**src/rtl/mc_rsp_pkg.sv**
```systemverilog
// Shared widths and the response-entry type for the vadd memory-controller responder.
// Imported by mc_rsp_fifo and mc_rsp_model.
package mc_rsp_pkg;

   localparam int MC_RDCTL_W = 32;
   localparam int MC_DATA_W  = 64;
   localparam int MC_VADR_W  = 48;

   typedef struct packed {
      logic [MC_RDCTL_W-1:0] rdctl;
      logic [MC_DATA_W-1:0]  data;
   } rsp_ent_t;

endpackage

```
**src/rtl/mc_rsp_fifo.sv**
```systemverilog
// Synchronous FIFO of load responses with occupancy count.
// Writes while full are ignored unless a read happens in the same cycle.
module mc_rsp_fifo
   import mc_rsp_pkg::*;
#(
   parameter int DEPTH = 16
) (
   input  logic                     clk,
   input  logic                     reset_n,
   input  logic                     wr_en,
   input  rsp_ent_t                 wr_data,
   input  logic                     rd_en,
   output rsp_ent_t                 rd_data,
   output logic [$clog2(DEPTH):0]   count,
   output logic                     full,
   output logic                     empty
);

   localparam int PW = $clog2(DEPTH);
   localparam int CW = PW + 1;

   rsp_ent_t        mem [DEPTH];
   logic [PW-1:0]   wr_ptr;
   logic [PW-1:0]   rd_ptr;
   logic            do_wr;
   logic            do_rd;

   assign empty = (count == '0);
   assign full  = (count == CW'(DEPTH));
   assign do_rd = rd_en && !empty;
   assign do_wr = wr_en && (!full || do_rd);

   // NOTE: non-blocking assignments for all state, so every register sees pre-edge values.
   always_ff @(posedge clk) begin
      if (!reset_n) begin
         wr_ptr <= '0;
         rd_ptr <= '0;
         count  <= '0;
      end else begin
         if (do_wr) wr_ptr <= wr_ptr + PW'(1);
         if (do_rd) rd_ptr <= rd_ptr + PW'(1);
         if (do_wr && !do_rd)      count <= count + CW'(1);
         else if (do_rd && !do_wr) count <= count - CW'(1);
      end
   end

   // NOTE: storage is not reset; the cleared pointers and count make stale entries unreachable.
   always_ff @(posedge clk) begin
      if (do_wr) mem[wr_ptr] <= wr_data;
   end

   assign rd_data = mem[rd_ptr];

endmodule

```
**config.mk**
```make
export PLATFORM = sky130hd
export DESIGN_NAME = mc_rsp_fifo
export DESIGN_NICKNAME = d
export VERILOG_FILES = /design/src/rtl/mc_rsp_pkg.sv /design/src/rtl/mc_rsp_fifo.sv
export SDC_FILE = /design/constraint.sdc
export NUM_CORES = 1
export LEC_CHECK = 0
export CAP_MARGIN = 10
export CORE_UTILIZATION = 32
export DETAILED_ROUTE_END_ITERATION = 6
export HOLD_SLACK_MARGIN = 0.03
export PLACE_DENSITY_LB_ADDON = 0.3
export SYNTH_ARGS = -nofsm -noshare
export SYNTH_HDL_FRONTEND = slang
export SYNTH_SLANG_ARGS = --single-unit
```
**constraint.sdc**
```tcl
create_clock -name clk -period 12.6 [get_ports clk]
set_clock_uncertainty 0.05 [all_clocks]
set_input_delay 1.89 -clock clk [delete_from_list [all_inputs] [get_ports clk]]
set_output_delay 1.89 -clock clk [all_outputs]
set_load 0.1 [all_outputs]
```
Word-level counts from Yosys, hierarchy flattened. Memory sizes are Yosys's and may differ from the RTL's. A register that Yosys moved wholly into a read port is not among the register bits. Cells that the tools add are included.

Bits in latches: 0. Memories kept: 1. Register bits after elaboration: 13. Logic and storage cells: 26. Memory bits (writable): 1536. Memory bits (read-only): 0.

Memories: mem (depth 16, width 96, read ports 1, clocked after memory_dff 1, write ports 1, line mc_rsp_fifo.sv:22) `rsp_ent_t mem [DEPTH];`.

Equality and inequality tests: 1. Multiply operators: 0. Multiplexer cells: 6. $lt $le $gt $ge: 0. Shift operators: 0. Add/subtract/negate cells: 4. Reduce and logical (&&, ||, !) cells: 11. Div/mod/pow operators: 0. Bitwise gates (word level): 0.

Operators with widths (number): 5-bit two-way mux (2); 4-bit by 1-bit adder with 4-bit output, second input constant (2); 4-bit two-way mux (2); 5-bit by 1-bit adder with 5-bit output, second input constant (1); 5-bit == test, second input constant (1); 5-bit logical NOT (1); 5-bit by 1-bit subtractor with 5-bit output, second input constant (1); 1-bit logical AND (4); 1-bit logical NOT (4); 1-bit two-way mux (2); 2-bit nonzero test (1); 1-bit logical OR (1).

Longest topological paths before layout.
Depth after elaboration: 9. Gate-level depth with buffers: 11. Gate-level depth less buffers: 10.

Worst setup path before layout. Ideal clock, no wire load.

Path type: input to register. From: input rd_en. To: memory mem[0][0] (netlist name), enable pin. Buffers on the path: 0. Setup slack: 3.232 ns. Cell stages on the path: 3. Data required time: 11.882 ns. Data arrival time: 8.650 ns. Library setup time: 0.668 ns. Cell sequence: or3_1 > nand3_1 > nor3_1.

Word-level cells in the longest chain between the ends: 5.

Ends and longest elaborated chain: from (decl) (line mc_rsp_fifo.sv:12) `input logic rd_en,`; 1-bit logical AND (line mc_rsp_fifo.sv:30) `assign do_rd = rd_en && !empty;`; 1-bit logical OR (line mc_rsp_fifo.sv:31) `assign do_wr = wr_en && (!full || do_rd);`; 1-bit logical AND (line mc_rsp_fifo.sv:31); 1-bit two-way mux (line mc_rsp_fifo.sv:49) `if (do_wr) mem[wr_ptr] <= wr_data;`; 1-bit two-way mux (not written as such) (line mc_rsp_fifo.sv:49); to (decl) (line mc_rsp_fifo.sv:22).

Every way passes these cells.

==> qor.yml <==
power:
  pwr-share-clk_pct: 31.0
  peakVddDrop_mv: 0.1520
  p_int_mw: 9.624
  switching_share_pct: 31.94
  p_leak_nw: 20.52
  switchingPower_mw: 4.517
  p_comb_share_pct: 27.4
  p_per_area_nw_per_um2: 208.0
  p_seq_share_pct: 41.6
sta:
  rsz0062_at_grt: "false"
  fmax_mhz: 139.2
  drv_slew: 0
  worstMarginPinSlew_ns: 1.223
  fin_crit_ns: 7.183
  finalCritPeriodShare_pct: 57.01
  tns_ns: 0
  finalHoldViolations: 0
  whs_ns: 0.4899
  relSlewSlack_pct: 18.18
  finalSetupViolCount: 0
critical_path:
  endpoint_kind: "primary output"
  r2r_start: "wr_ptr[2]"
  cp.arrival_ns: 5.24
  crit_fanout: 42
  crit_path_start_kind: "flop"
  crit_type: "reg2out"
  ff2ff_path_depth: 4
  crit_end: "rd_data[55]"
  timing.rr.end: "mem[7][65]"
  required_ns: 10.66
  reg2reg_slack_ns: 8.72
final_layout:
  fillers: 16028
  area_growth_pct: 16.94
  regArea_sq_um: 46470
  multi_input_area_sq_um: 11220
  final_util_pct: 37.66
  nets: 2833
  drive_gt1_share_pct: 23.24
global_routing:
  grt_max_degree: 129
  first_global_vias: 27788
  antenna_found_initial: 15
  grt_pass1_wl_mm: 207.0
  overflow: 0
  grt.total_usage_pct: 15.82
yosys:
  synth_area_per_cell_sq_um: 23.70
  ys_dominant_reg_cell: "edfxtp_1"
  ys_ff_latch: 1553
  syn_nets: 2563
  synth.most_common_cell: "edfxtp_1"
  synthTopCellsByCount: "edfxtp_1, mux4_2, a22oi_1"
  synth_edf_count: 1536
  syn_inst: 2453
  synth_top_area_share_pct: 79.34
  synth_cell_types: 38
  synthArstFlopShare_pct: 0
  yosysWarnings: 0
  synth_area_leaders: "edfxtp_1, mux4_2, a22oi_1"
  yosys.area.top_type: "edfxtp_1"
  syn_area_sq_um: 58140
  ys_seq_area_share_pct: 79.92
clocking:
  clockBufferDepth: 3
  ctsResizeCount: 0
  clockRootBuffer: "clkbuf_16"
  ctsHoldBuffers: 0
  numCtsBuffers: 157
  clock_sinks: 1553
  cts_tree: "done"
  cts_max_level: 4
  clkTransAtPathRegs_ns: 0.06
  post_cts_buffers: 0
  clkLatencyLatePin_ns: 0.79
floorplanning:
  num_rows: 156
  start_util_pct: 32.20
  dieArea_sq_um: 183400
  core_area_sq_um: 180500
  ios: 203
  die_x_microns: 428.2
  die_y_microns: 428.2
routing:
  firstDrtPassIters: 5
  post_drt_wl_per_cell_microns: 27.92
  ant_nets: 0
  drt_iter0_markers: 2335
  vias: 26203
  wl_mm: 145.6
  via_per_inst: 5.026
  drc_errors: 0
placed_design:
  hpwl_mm: 67.73
  portBuffers: 202
  gp_congestion: 0.7090
run:
  maxCapViolations: 0
min_path:
  hold_class: "reg2reg"
outcome:
  status: "complete, no violations"
final cells by class:
cell class | count | area share, %
Sequential cell | 1553 | 68.35
Clock buffer | 197 | 6.031
Clock inverter | 79 | 0.9754
Antenna cell | 3 | 0.01104
Multi-Input combinational cell | 760 | 16.50
Inverter | 5 | 0.02761
Tap cell | 2370 | 4.362
Timing Repair Buffer | 246 | 3.736
worst min-delay path by stage:
stage / cells after the start / from / slack (ns) / endpoint
3_3_place_gp: 2 / wr_ptr[1] / 0.47 / wr_ptr[1]
6_report: 2 / count[3] / 0.49 / count[3]
2_1_floorplan: 2 / wr_ptr[1] / 0.45 / wr_ptr[1]
5_1_grt: 2 / wr_ptr[1] / 0.51 / wr_ptr[1]
3_5_place_dp: 2 / count[3] / 0.49 / count[3]
4_1_cts: 2 / count[3] / 0.49 / count[3]
power groups by stage:
| stage | Clock, mW | Sequential, mW | Combinational, mW |
|---|---|---|---|
| global route | 4.67 | 5.89 | 4.08 |
| finish | 4.39 | 5.88 | 3.88 |
| floorplan | 0 | 6.00 | 2.96 |
| CTS | 4.49 | 5.88 | 3.97 |
| global placement | 0 | 5.99 | 3.97 |
| detailed placement | 0 | 5.99 | 3.97 |
cell usage in the layout, fill, tap and decap left out, types with 2 or more instances in the layout:
cell type        count
clkinv_4             2
a22oi_1            192
a21oi_1              2
o21a_1               2
nand3_1              9
nor2b_4              2
dfxtp_4              2
nor2b_1              2
clkbuf_1            39
dfxtp_1             15
or3_1                2
xnor2_1              6
mux4_2             384
buf_12              15
clkbuf_16          158
bufinv_16            7
clkinvlp_4           7
diode_2              3
edfxtp_1          1536
and2_1               7
inv_6                6
clkdlybuf4s50_1    202
mux2i_1              3
clkinv_1            33
clkinv_2            17
nand2_1            101
clkinv_8             5
nor3_2               4
nor2_4              13
inv_1                4
ha_1                 9
inv_16               2
buf_4               29
nor2_1               3
nand2b_1             2
o21ai_0              2
layer usage:
layer	routed length [microns]	track usage (%)	part of all wire, %	vias up
li1	-	-	-	11098
met1	57970	19.39	40	14326
met2	79130	28.89	54	579
met3	5601	2.398	3.8	194
met4	2827	4.169	1.9	6
met5	45	0	0.031	-
kinds of logic (layout without fill, tap and decap cells):
kind of cell	after synthesis	after routing	synth area share [%]
flip-flops	1553	1553	79.92
multiplexers	387	387	14.93
AO/OA/AOI/OAI	207	207	2.720
AND/OR/NAND/NOR	150	150	1.100
buffers and inverters	140	527	1.012
adder cells (fa/ha/maj)	10	10	0.2281
XOR/XNOR	6	6	0.09039
other	0	3	0
sequential cells by signal, indices dropped and copies added (netlist names), named ones only:
register	count
mem	1536
count	5
rd_ptr	4
wr_ptr	4
critical path, stage by stage, from the launching register on:
cell and delay [ns]:
dfxtp_4 0.72, buf_4 0.76, buf_4 0.81, mux4_2 0.59, a22oi_1 0.22, nand2_1 0.18
clkdlybuf4s50_1 1.01
per-stage QoR:
stage	std cells	setup WS, ns	area [sq um]	total power, mW
floorplan	2453	3.232	58140	8.964
global placement	4934	6.027	63220	9.954
detailed placement	4934	6.024	63220	9.956
CTS	5210	5.134	67980	14.35
global route	5213	4.936	67990	14.64
finish	5213	5.417	67990	14.14
Note: power is estimated with default switching activity, not from simulation.
